### src/rtl/iomem_timer.sv
// Memory-mapped down-counting timer on a valid/ready iomem bus.
// Registers CTRL, PRESCALE, COUNT and RELOAD are selected by iomem_addr[3:2].
module iomem_timer #(
    parameter logic [7:0] ADDR_HI = 8'h04
) (
    input  logic        clk,
    input  logic        resetn,
    input  logic        iomem_valid,
    input  logic [3:0]  iomem_wstrb,
    input  logic [31:0] iomem_addr,
    input  logic [31:0] iomem_wdata,
    output logic        iomem_ready,
    output logic [31:0] iomem_rdata,
    output logic        irq
);
    localparam logic [1:0] OFF_CTRL     = 2'd0;
    localparam logic [1:0] OFF_PRESCALE = 2'd1;
    localparam logic [1:0] OFF_COUNT    = 2'd2;
    localparam logic [1:0] OFF_RELOAD   = 2'd3;

    // Replace only the byte lanes whose strobe bit is set.
    function automatic logic [31:0] merge_lanes(input logic [31:0] old_val,
                                                input logic [31:0] new_val,
                                                input logic [3:0]  strb);
        logic [31:0] res;
        res = old_val;
        for (int i = 0; i < 4; i++) begin
            if (strb[i]) begin
                res[8*i +: 8] = new_val[8*i +: 8];
            end else begin
                res[8*i +: 8] = old_val[8*i +: 8];
            end
        end
        return res;
    endfunction

    logic        ready_r;
    logic [31:0] rdata_r;
    logic        irq_r;
    logic        ctrl_en_r;
    logic        ctrl_auto_r;
    logic        ctrl_irq_en_r;
    logic        expired_r;
    logic [15:0] prescale_r;
    logic [31:0] count_r;
    logic [31:0] reload_r;
    logic [15:0] pcnt_r;

    logic        sel_s;
    logic        wr_s;
    logic [1:0]  off_s;
    logic        tick_s;
    logic        expire_set_s;
    logic [31:0] prescale_wr_s;
    logic [31:0] rd_val_s;
    logic [31:0] count_next_s;
    logic        expired_next_s;
    logic [15:0] pcnt_next_s;
    logic        unused_bits_s;

    assign sel_s         = iomem_valid && !ready_r && (iomem_addr[31:24] == ADDR_HI);
    assign wr_s          = sel_s && (iomem_wstrb != 4'b0000);
    assign off_s         = iomem_addr[3:2];
    assign tick_s        = ctrl_en_r && (pcnt_r == prescale_r);
    assign expire_set_s  = tick_s && (count_r == 32'd1);
    assign prescale_wr_s = merge_lanes({16'h0000, prescale_r}, iomem_wdata, iomem_wstrb);
    assign unused_bits_s = ^{iomem_addr[23:4], iomem_addr[1:0], prescale_wr_s[31:16]};

    // Register read mux; the value is captured before any write lands.
    always_comb begin
        rd_val_s = 32'h0000_0000;
        case (off_s)
            OFF_CTRL:     rd_val_s = {23'd0, expired_r, 5'd0, ctrl_irq_en_r, ctrl_auto_r, ctrl_en_r};
            OFF_PRESCALE: rd_val_s = {16'h0000, prescale_r};
            OFF_COUNT:    rd_val_s = count_r;
            OFF_RELOAD:   rd_val_s = reload_r;
            default:      rd_val_s = 32'h0000_0000;
        endcase
    end

    // Next-state for the counter, EXPIRED flag and prescaler; bus writes to COUNT beat the tick.
    always_comb begin
        count_next_s   = count_r;
        expired_next_s = expired_r;
        pcnt_next_s    = pcnt_r;
        if (wr_s && (off_s == OFF_COUNT)) begin
            count_next_s = merge_lanes(count_r, iomem_wdata, iomem_wstrb);
        end else if (tick_s && (count_r > 32'd1)) begin
            count_next_s = count_r - 32'd1;
        end else if (expire_set_s) begin
            count_next_s = ctrl_auto_r ? reload_r : 32'd0;
        end else begin
            count_next_s = count_r;
        end

        if (expire_set_s) begin
            expired_next_s = 1'b1;
        end else if (wr_s && (off_s == OFF_CTRL) && iomem_wstrb[1] && iomem_wdata[8]) begin
            expired_next_s = 1'b0;
        end else begin
            expired_next_s = expired_r;
        end

        if (!ctrl_en_r) begin
            pcnt_next_s = 16'd0;
        end else if (wr_s && (off_s == OFF_PRESCALE)) begin
            pcnt_next_s = 16'd0;
        end else if (tick_s) begin
            pcnt_next_s = 16'd0;
        end else begin
            pcnt_next_s = pcnt_r + 16'd1;
        end
    end

    // State and bus response registers with synchronous active-low reset.
    always_ff @(posedge clk) begin
        if (!resetn) begin
            ready_r       <= 1'b0;
            rdata_r       <= 32'h0000_0000;
            irq_r         <= 1'b0;
            ctrl_en_r     <= 1'b0;
            ctrl_auto_r   <= 1'b0;
            ctrl_irq_en_r <= 1'b0;
            expired_r     <= 1'b0;
            prescale_r    <= 16'd0;
            count_r       <= 32'd0;
            reload_r      <= 32'd0;
            pcnt_r        <= 16'd0;
        end else begin
            ready_r   <= sel_s;
            rdata_r   <= sel_s ? rd_val_s : 32'h0000_0000;
            irq_r     <= expired_r && ctrl_irq_en_r;
            count_r   <= count_next_s;
            expired_r <= expired_next_s;
            pcnt_r    <= pcnt_next_s;
            if (wr_s && (off_s == OFF_CTRL) && iomem_wstrb[0]) begin
                ctrl_en_r     <= iomem_wdata[0];
                ctrl_auto_r   <= iomem_wdata[1];
                ctrl_irq_en_r <= iomem_wdata[2];
            end
            if (wr_s && (off_s == OFF_PRESCALE)) begin
                prescale_r <= prescale_wr_s[15:0];
            end
            if (wr_s && (off_s == OFF_RELOAD)) begin
                reload_r <= merge_lanes(reload_r, iomem_wdata, iomem_wstrb);
            end
        end
    end

    assign iomem_ready = ready_r;
    assign iomem_rdata = rdata_r;
    assign irq         = irq_r;
endmodule
### config.mk
export PLATFORM = sky130hd
export DESIGN_NAME = iomem_timer
export DESIGN_NICKNAME = d
export VERILOG_FILES = /design/src/rtl/iomem_timer.sv
export SDC_FILE = /design/constraint.sdc
export NUM_CORES = 1
export LEC_CHECK = 0
export BUFFER_PORTS_ARGS = -buffer_cell sky130_fd_sc_hd__buf_2
export CAP_MARGIN = 20
export CORE_ASPECT_RATIO = 0.6
export CORE_MARGIN = 4
export CORE_UTILIZATION = 33
export DETAILED_ROUTE_END_ITERATION = 7
export SYNTH_ARGS = -nofsm -noshare
export SYNTH_HDL_FRONTEND = slang
export SYNTH_SLANG_ARGS = --single-unit
export TNS_END_PERCENT = 1
### constraint.sdc
create_clock -name clk -period 4.7 [get_ports clk]
set_clock_uncertainty 0.1 [all_clocks]
set_input_delay 0.47 -clock clk [delete_from_list [all_inputs] [get_ports clk]]
set_output_delay 0.47 -clock clk [all_outputs]
set_load 0.005 [all_outputs]
* Word level (Yosys, flattened, before mapping) *
Index checks and enable logic that the tools add are counted.

storage, ports and cells
  register bits = 134
  bits of input ports = 71

cells by class
  mux-type cells = 11
  add/subtract/negate cells = 2
  bitwise operators = 2
  reduce and logical (&&, ||, !) cells = 31
  $lt $le $gt $ge = 1
  equality and inequality tests = 10

operator list
  cell                                                             count
  2-to-1 mux 32 bit                                                4
  case mux 32 bit (4 select lines)                                 1
  equality test 32 x 1 -> 1 bit (second input constant)            1
  greater-than comparator 32 x 1 -> 1 bit (second input constant)  1
  2-to-1 mux 8 bit                                                 4
  subtractor 32 x 1 -> 32 bit (second input constant)              1
  AND reduction 2 bit                                              11
  adder 16 x 1 -> 16 bit (second input constant)                   1
  equality test 16 bit                                             1
  logical AND 1 bit                                                14
  equality test 8 x 3 -> 1 bit (second input constant)             1
  != test 2 bit (second input constant)                            4
  equality test 2 bit (second input constant)                      2
  nonzero test 4 bit                                               1
  OR reduction 4 bit                                               1
  nonzero test 3 bit                                               1
  equality test 2 x 1 -> 1 bit (second input constant)             1
  zero test 2 bit                                                  1
  2-to-1 mux 1 bit                                                 2
  inverter 1 bit                                                   2
  nonzero test 2 bit                                               1
  zero test 1 bit                                                  1

* Depth between registers and ports, before layout *
Gate-level depths: netlist of run 1.

  word-level depth = 9
  depth in mapped cells = 9
  depth with buffers taken out = 8

* Least setup slack after synthesis of run 1 *
OpenSTA, ideal clock, no wires.

  kind = register to register
  start point = register count_r[24]
  end point = register count_r[3]
  setup time = 0.074 ns
  cell stages (with the launch flop) = 10
  slack = 2.199 ns
  arrival time = 2.327 ns
  required time = 4.526 ns
  cell sequence = dfxtp_1 -> or4_1 -> buf_2 -> and4b_1 -> nand2_1 -> o311ai_4 -> buf_4 -> mux2i_1 -> mux2i_1 -> o21ai_0

on the way
  cells in the longest elaborated chain, start to end = 4
  elaborated cells between the ends (all ways) = 8

ends and longest elaborated chain
  item                                                                                             line    RTL
  start: declaration                                                                               45      logic [31:0] count_r;
  start signal: assignment                                                                         133     count_r <= count_next_s;
  greater-than comparator 32 x 1 -> 1 bit / equality test 32 x 1 -> 1 bit (equally long branches)  88, 65
  logical AND 1 bit (on tied branches)                                                             88, 65
  nonzero test 3 bit (no line) / 2-to-1 mux 32 bit (equally long branches)                         -
  AND reduction 2 bit (no line) / 2-to-1 mux 32 bit (equally long branches)                        -

Several ways; a longest one is shown, not always the timed one.
A chain may end at the register's enable or synchronous reset.

* Worst setup path after layout of run 1 *
  start point = register prescale_r[12]
  end point = register count_r[22]

on the way
  cells in the longest elaborated chain, start to end = 5
  elaborated cells between the ends (all ways) = 8

ends and longest elaborated chain
  item                                                                       line    RTL
  start: declaration                                                         44      logic [15:0] prescale_r;
  start signal: assignment                                                   142     prescale_r <= prescale_wr_s[15:0];
  equality test 16 bit *                                                     64      assign tick_s = ctrl_en_r && (pcnt_r == prescale_r);
  logical AND 1 bit *                                                        64
  logical AND 1 bit (on tied branches)                                       65, 88
  nonzero test 3 bit (no line) / 2-to-1 mux 32 bit (equally long branches)   -
  AND reduction 2 bit (no line) / 2-to-1 mux 32 bit (equally long branches)  -

Every way passes the cells marked *; elsewhere a longest branch is shown, timed or not.

==> impl_metrics.ini, run 1 <==
[yosys]
synthMuxAreaShare = 0.0680
yosysWarnings = 0
syn-instance-count = 775
ys_types = 49
synth_top_family_by_area = simple AND/OR/NAND/NOR gates
synth_top_flop_cell = dfxtp_1
yosys.area_share.adder = 0.00587
synthesis.nets = 849
synthXorXnorAreaFrac = 0.0739
synth_edf_count = 0
synth-compound-area-share = 0.160
ys_seq_area_frac = 0.419
synthTopCellsByArea = dfxtp_1 (42%), nand2_1 (7.9%), nor2_1 (5.3%)
yosys.area.top_type = dfxtp_1
synth_top_cell_area_share = 0.419
syn_avg_cell_area_um2 = 8.26
async_reset_ff_frac = 0
netlist_area_mm2 = 0.00640
synth-simple-area-share = 0.239
synth_seq_cells = 134

[pwr]
peakVddDrop_v = 0.000201
p_leak_uw = 0.00296
power_density_mw_per_mm2 = 341

[global_routing]
grt_pass1_wl_um = 30700
first_global_vias = 5502
grt_usage = 0.178
grt_max_degree = 35
antenna_found_initial = 0
grt_overflow = 0

[critical_path]
worst-endpoint-required_ps = 4940
cp_data_arrival_time_ps = 3390
critPathMaxFanout = 15
start_kind = flip-flop
regToRegSetupSlack_ps = 1550
cp-end-kind = flip-flop
worstSetupPathType = reg -> reg

[timing]
whs_ps = 179
drv_slew = 0
worstMarginPinSlew_ps = 1050
setup_viol = 0
rsz0062_at_grt = no
worst_slack_ps = 1550
hold_viol_final = 0
max_freq_ghz = 0.318
setup_tns_ps = 0
fin_crit_ps = 3150
fin_crit_sh = 0.670
slew-limit-headroom = 0.296

[place]
place_congestion = 0.858
place_area_mm2 = 0.00698
dp_hpwl_um = 14000
io_buffer_count = 82
dpl_worst_slack_ps = 1080

[drt]
ant_nets = 0
dr.pass1.iters = 7
vias = 5872
drcViolationCount = 0
viasPerCell = 5.35
drt-wirelength-per-cell_um = 17.7
wl_um = 19400
drtIter0Drc = 642

[floorplanning]
die_w_um = 188
placeableCoreArea_mm2 = 0.0190
rows = 39
pin_count = 105
dieArea_mm2 = 0.0218
die_y_um = 116
initial_core_util = 0.336

[clock_network]
numCtsBuffers = 17
cts_resized = 0
clk_latency_ps = 430
cts_root_buf = clkbuf_16
cts_max_level = 4
cts_hold_buffers = 0
cts_setup_buffers = 0
cts.sink_count = 134
clk_path_buf_depth = 2
path_clk_slew_ps = 70
cts_tree = built

[cells_and_area]
multi_input_area_mm2 = 0.00350
drive_above_1_share = 0.173
num-fill-cells = 1933
antennaDiodeCount = 0
regArea_mm2 = 0.00268
stdcell_area_mm2 = 0.00759
syn_to_final_growth_pct = 18.6
nets = 912

[worst_hold_path]
worstHoldPathType = in -> reg

[outcome]
status = finished, final reports clean

[job]
maxCapViolations = 0
-- final timing paths --
| kind | from | to | cells after the start |
|---|---|---|---|
| setup / recovery | prescale_r[12] | count_r[22] | 6 |
| hold / removal | iomem_wdata[19] | count_r[19] | 3 |
| setup reg to reg | prescale_r[12] | count_r[22] | 6 |
| hold reg to reg | reload_r[7] | reload_r[7] | 2 |
-- synth_stat cells (all sizes together) (4+ instances only) --
cell    number
dfxtp      134
nand2      134
nor2        91
a21oi       59
clkbuf      37
a22oi       34
xnor2       33
o21ai       31
and3        29
mux2i       21
xor2        21
nand3       19
nor3        16
a31oi       13
mux2        12
nand4       10
buf          9
nor4         9
a211oi       7
and2         7
inv          7
o31ai        7
or4          6
mux4         4
-- kinds of logic (layout without fill, tap and decap cells) --
kind of cell | count (synthesis) | after routing
AO/OA/AOI/OAI | 161 | 161
XOR/XNOR | 54 | 54
adder cells (fa/ha/maj) | 3 | 3
buffers and inverters | 53 | 129
flip-flops | 134 | 134
multiplexers | 37 | 37
AND/OR/NAND/NOR | 333 | 333
-- where the power goes --
group / internal (uW) / switching (uW) / total, uW
clock: 820 / 551 / 1370
sequential: 1140 / 0.141 / 1140
combinational: 26.2 / 53.9 / 80.1
-- state kept, by name (all words and copies together) (netlist names) --
register / cells
ctrl_auto_r: 1
reload_r: 32
count_r: 32
irq: 1
prescale_r: 16
iomem_rdata: 32
ctrl_en_r: 1
expired_r: 1
ctrl_irq_en_r: 1
pcnt_r: 16
iomem_ready: 1
-- per-stage QoR --
stage	cells	utilization	power, uW
finish	1097	0.399	2590
floorplan	775	-	1190
CTS	1096	0.398	2600
global route	1097	0.399	2660
global placement	1064	0.367	1240
detailed placement	1064	0.367	1240
-- worst max-delay path, stage by stage (launching register included) --
cell and delay, ps:
dfxtp_1 330, xnor2_1 290, nand4_1 160, nor3_1 570
and4_1 660, nand3_1 620, o21ai_0 330
-- layout by cell type (no fill, tap or decap), types with 8 or more instances in the layout --
cell       instances
dfxtp_1          134
nand4_1           10
clkbuf_16         17
buf_2             82
nand3_1           19
a31oi_1           13
mux2i_1           21
xor2_1            21
xnor2_1           33
nor3_1            14
o21ai_0           28
a21oi_1           59
nand2_1          134
nor4_1             8
a22oi_1           34
mux2_2            12
nor2_1            91
and3_1            29
-- layer usage --
metal,GRT usage,share of wire,up-vias
met5,0,0,-
met4,0.0435,0.0097,0
met3,0.0412,0.072,26
met2,0.234,0.38,208
met1,0.285,0.54,2789
li1,-,-,2849
-- final cells by class --
| class | count | share of cell area |
|---|---|---|
| timing repair buffer | 90 | 0.0625 |
| clock buffer | 20 | 0.0602 |
| inverter | 7 | 0.00346 |
| clock inverter | 12 | 0.0186 |
| multi-input combinational | 588 | 0.461 |
| sequential | 134 | 0.354 |
| tap | 246 | 0.0406 |
(Power assumes the default switching activity.)
==> run 2, diff against run 1 <==
==> constraint.sdc (replaced) <==
create_clock -name clk -period 2.7 [get_ports clk]
set_clock_uncertainty 0.1 [all_clocks]
set_input_delay 0.27 -clock clk [delete_from_list [all_inputs] [get_ports clk]]
set_output_delay 0.27 -clock clk [all_outputs]
set_load 0.005 [all_outputs]
==> run 2 against run 1 <==
  * Combinational power increased by 96%
  * Wire length up 2.3%
  * Total power rose by 78%
  * Final area is 6.1% higher
  * Hold slack got worse by 170 ps
  * Sequential cell count is the same
  * Clock power grew 80%
  * Via count rose by 2.3%
  * Global-route usage is 0.55 points higher
  * Critical path depth rose by 2
  * Register-to-register slack worse by 1400 ps
  * Utilization up 2.4 points
  * Largest power group unchanged
  * Highest routed layer unchanged
==> impl_metrics.ini, run 2 (same netlist as run 1, synthesis figures left out) <==
[cells_and_area]
nets = 959
final_cell_mix = nand2_1 (134), dfxtp_1 (134), nor2_1 (91)
regArea_mm2 = 0.00268
syn_to_final_growth_pct = 25.8
multi_input_area_mm2 = 0.00353
utilization = 0.423
drive_above_1_share = 0.216
stdcell_area_mm2 = 0.00805
num-fill-cells = 1936
antennaDiodeCount = 0

[drt]
drcViolationCount = 0
wl_um = 19900
dr.pass1.iters = 5
ant_nets = 0
drtIter0Drc = 661
vias = 6008
drt-wirelength-per-cell_um = 17.4
viasPerCell = 5.25

[clock_network]
numCtsBuffers = 17
cts.sink_count = 134
clk_latency_ps = 420
path_clk_slew_ps = 70
clk_path_buf_depth = 2
cts_tree = built
cts_root_buf = clkbuf_16
cts_max_level = 4

[critical_path]
worstSetupPathType = reg -> reg
start_kind = flip-flop
cp-end-kind = flip-flop
cp_data_arrival_time_ps = 2780
critPathMaxFanout = 28
worst-endpoint-required_ps = 2920

[global_routing]
first_global_vias = 5491
grt_max_degree = 29
grt_overflow = 0
grt_usage = 0.183
grt_pass1_wl_um = 31600
antenna_found_initial = 0

[floorplanning]
die_y_um = 116
placeableCoreArea_mm2 = 0.0190
rows = 39
die_w_um = 188
initial_core_util = 0.336
pin_count = 105
dieArea_mm2 = 0.0218

[timing]
fin_crit_sh = 0.949
whs_ps = 4.62
max_freq_ghz = 0.390
slew-limit-headroom = 0.285
fin_crit_ps = 2560
rsz0062_at_grt = yes
worstMarginPinSlew_ps = 1070
drv_slew = 0
hold_viol_final = 0
setup_viol = 0

[worst_hold_path]
worstHoldPathType = in -> reg

[pwr]
p_leak_uw = 0.00323
power_density_mw_per_mm2 = 572
peakVddDrop_v = 0.000386

[place]
io_buffer_count = 82
place_area_mm2 = 0.00734
dp_hpwl_um = 14600
place_congestion = 0.879

[outcome]
status = finished, final reports clean

[job]
maxCapViolations = 0
[run 2: cell types whose count changed in the layout (fill, tap and decap cells not counted), sizes merged]
| cell | before | now |
|---|---|---|
| buf | 90 | 133 |
| dlygate4sd3 | 0 | 4 |
| clkbuf | 20 | 17 |
| clkinv | 2 | 4 |
| bufinv | 2 | 3 |
[run 2: worst max-delay path: stages (launching register included)]
cell and delay [ps]:
dfxtp_1 300, or4_1 610, nor3_4 220, nand2_1 160
o311ai_4 320, buf_12 220, nand3_1 90, o211a_1 170
o31ai_1 240
[run 2: power breakdown]
group	switching, uW	internal [uW]	total (uW)
clock network	988	1480	2470
logic	97.1	60.1	157
registers	0.235	1980	1980
total	1090	3520	4600
[run 2: layer usage]
layer  vias to the layer above  GRT usage  wire [um]
li1                       2952          -          -
met1                      2805      0.293      10600
met2                       234      0.242       7510
met3                        17     0.0476       1570
met4                         0     0.0386        187
met5                         -          0          0
[run 2: per-stage QoR]
step	cells	setup WS (ps)	TNS, ps	total power, uW
final	1144	139	0	4600
after global routing	1144	-14.5	-14.5	4740
after CTS	1143	17.5	0	4630
after detailed placement	1107	31.6	0	2170
after global placement	1107	95.3	0	2170
after floorplan	775	199	0	2080
[run 2: final timing paths]
| check | startpoint | slack, ps | to | depth (start not counted) |
|---|---|---|---|---|
| min reg2reg | reload_r[22] | 370 | reload_r[22] | 2 |
| max reg2reg | count_r[26] | 140 | count_r[29] | 8 |
| max | count_r[26] | 140 | count_r[29] | 8 |
| min | iomem_wdata[20] | 5 | reload_r[20] | 3 |
[run 2: layout make-up]
class	count	area share
clock buffers	17	0.0529
clock inverters	15	0.0241
inverters	7	0.00326
multi-input cells	588	0.438
flip-flops and latches	134	0.333
well taps	246	0.0382
repair buffers	137	0.110
[run 2: timing repair]
item                                    4_1_cts  5_1_grt
hold buffers                                  4        0
buffers inserted                              0        1
hold endpoints to repair                      5        0
resized for setup                             0        6
endpoints found under the setup margin        0       28
==> run 3, diff against run 2 <==
--- a/config.mk
+++ b/config.mk
@@ -8,9 +8,9 @@
 export BUFFER_PORTS_ARGS = -buffer_cell sky130_fd_sc_hd__buf_2
 export CAP_MARGIN = 20
 export CORE_ASPECT_RATIO = 0.6
-export CORE_MARGIN = 4
 export CORE_UTILIZATION = 33
 export DETAILED_ROUTE_END_ITERATION = 7
+export REMOVE_ABC_BUFFERS = 1
 export SYNTH_ARGS = -nofsm -noshare
 export SYNTH_HDL_FRONTEND = slang
 export SYNTH_SLANG_ARGS = --single-unit
==> run 3 against run 2 <==
  * Via count up 4.1%
  * First-iteration DRC count shrank 0.61%
  * Maximum frequency up 0.37%
  * Sequential power about the same
  * Global-route usage rose by 3.1 points
  * Critical path depth increased by 1
  * Critical path type unchanged
  * Largest cell class unchanged
==> impl_metrics.ini, run 3 (same netlist as run 1, synthesis figures left out) <==
[timing]
whs_ps = 11.9
drv_slew = 0
slew-limit-headroom = 0.283
setup_viol = 0
fin_crit_ps = 2550
worstMarginPinSlew_ps = 1070
rsz0062_at_grt = no
fin_crit_sh = 0.945
max_freq_ghz = 0.392
hold_viol_final = 0

[drt]
ant_nets = 0
drt-wirelength-per-cell_um = 18.2
vias = 6253
dr.pass1.iters = 5
wl_um = 21200
viasPerCell = 5.37
drtIter0Drc = 657
drcViolationCount = 0

[pwr]
p_int_uw = 3520
switching_share = 0.238
power_density_mw_per_mm2 = 561
power_frac_seq = 0.428
total_power_uw = 4620
comb_power_share = 0.037
p_switching_uw = 1100
clockPowerShare = 0.535
peakVddDrop_v = 0.000477
p_leak_uw = 0.00333

[job]
maxCapViolations = 0

[place]
place_congestion = 0.885
dp_hpwl_um = 15000
place_area_mm2 = 0.00743
io_buffer_count = 82

[cells_and_area]
nets = 980
syn_to_final_growth_pct = 28.7
drive_above_1_share = 0.225
final_cell_mix = nand2_1 (134), dfxtp_1 (134), nor2_1 (90)
stdcell_area_mm2 = 0.00824
num-fill-cells = 1864
antennaDiodeCount = 0

[global_routing]
antenna_found_initial = 0
grt_usage = 0.214
first_global_vias = 5541
grt_overflow = 0
grt_pass1_wl_um = 32200
grt_max_degree = 40

[critical_path]
regToRegSetupSlack_ps = 150
cp-end-kind = flip-flop
start_kind = flip-flop
cp_data_arrival_time_ps = 2740
critPathMaxFanout = 20
worst-endpoint-required_ps = 2880
worstSetupPathType = reg -> reg

[floorplanning]
rows = 39
initial_core_util = 0.337
pin_count = 105
die_y_um = 110
die_w_um = 182
dieArea_mm2 = 0.0200
placeableCoreArea_mm2 = 0.0190

[clock_network]
clk_path_buf_depth = 2
cts_tree = built
numCtsBuffers = 17
cts_max_level = 4
path_clk_slew_ps = 70
cts_root_buf = clkbuf_16
cts.sink_count = 134
clk_latency_ps = 430

[outcome]
status = finished, final reports clean

[worst_hold_path]
worstHoldPathType = in -> reg
[run 3: stage by stage]
| stage | setup TNS [ps] | worst slack [ps] | cells | utilization |
|---|---|---|---|---|
| after floorplan | -10650 | -444 | 729 | - |
| after global placement | 0 | 83.8 | 1117 | 0.391 |
| after detailed placement | 0 | 60.7 | 1117 | 0.391 |
| after CTS | 0 | 32.6 | 1162 | 0.431 |
| after global routing | 0 | 17.9 | 1165 | 0.434 |
| final | 0 | 148 | 1165 | 0.434 |
[run 3: final cells by class]
cell class                 count  area [um2]  area share
clock buffer                  17         425      0.0517
clock inverter                15         191      0.0232
inverter                       7        26.3     0.00319
multi-input combinational    588        3520       0.428
sequential                   134        2680       0.326
tap                          246         308      0.0374
timing repair buffer         158        1080       0.131
[run 3: critical path, cell delays in order, from the launching register on]
cell and delay [ps]:
dfxtp_1 320, or4_1 560, and4b_1 330, nand2_1 120, o311ai_4 290, buf_12 220
buf_12 150, nor2_1 50, a31oi_1 150, o21ai_0 120
[run 3: repair_timing]
item / CTS / global route
hold buffers: 13 / 0
buffers inserted: 0 / 2
resized for setup: 0 / 6
endpoints found under the setup margin: 0 / 32
endpoints found under the hold margin: 19 / 0
[run 3: worst paths after layout]
kind,cells past startpoint,start,endpoint
setup / recovery,9,count_r[24],count_r[11]
hold reg to reg,2,reload_r[30],reload_r[30]
hold / removal,3,iomem_wdata[27],reload_r[27]
setup reg to reg,9,count_r[24],count_r[11]
[run 3: metal layers]
metal  global-route usage  wire (um)  vias up
met5                    0          0        -
met4               0.0539        209        0
met3               0.0537       2030       20
met2                0.282       7880      308
met1                0.334      11000     2940
li1                     -          -     2985
[run 3: power groups by stage]
stage	clock network, uW	logic, uW	registers [uW]
2_1_floorplan	0	37.3	2020
3_3_place_gp	0	152	2020
3_5_place_dp	0	152	2020
4_1_cts	2500	167	1980
5_1_grt	2590	179	1980
6_report	2470	170	1980
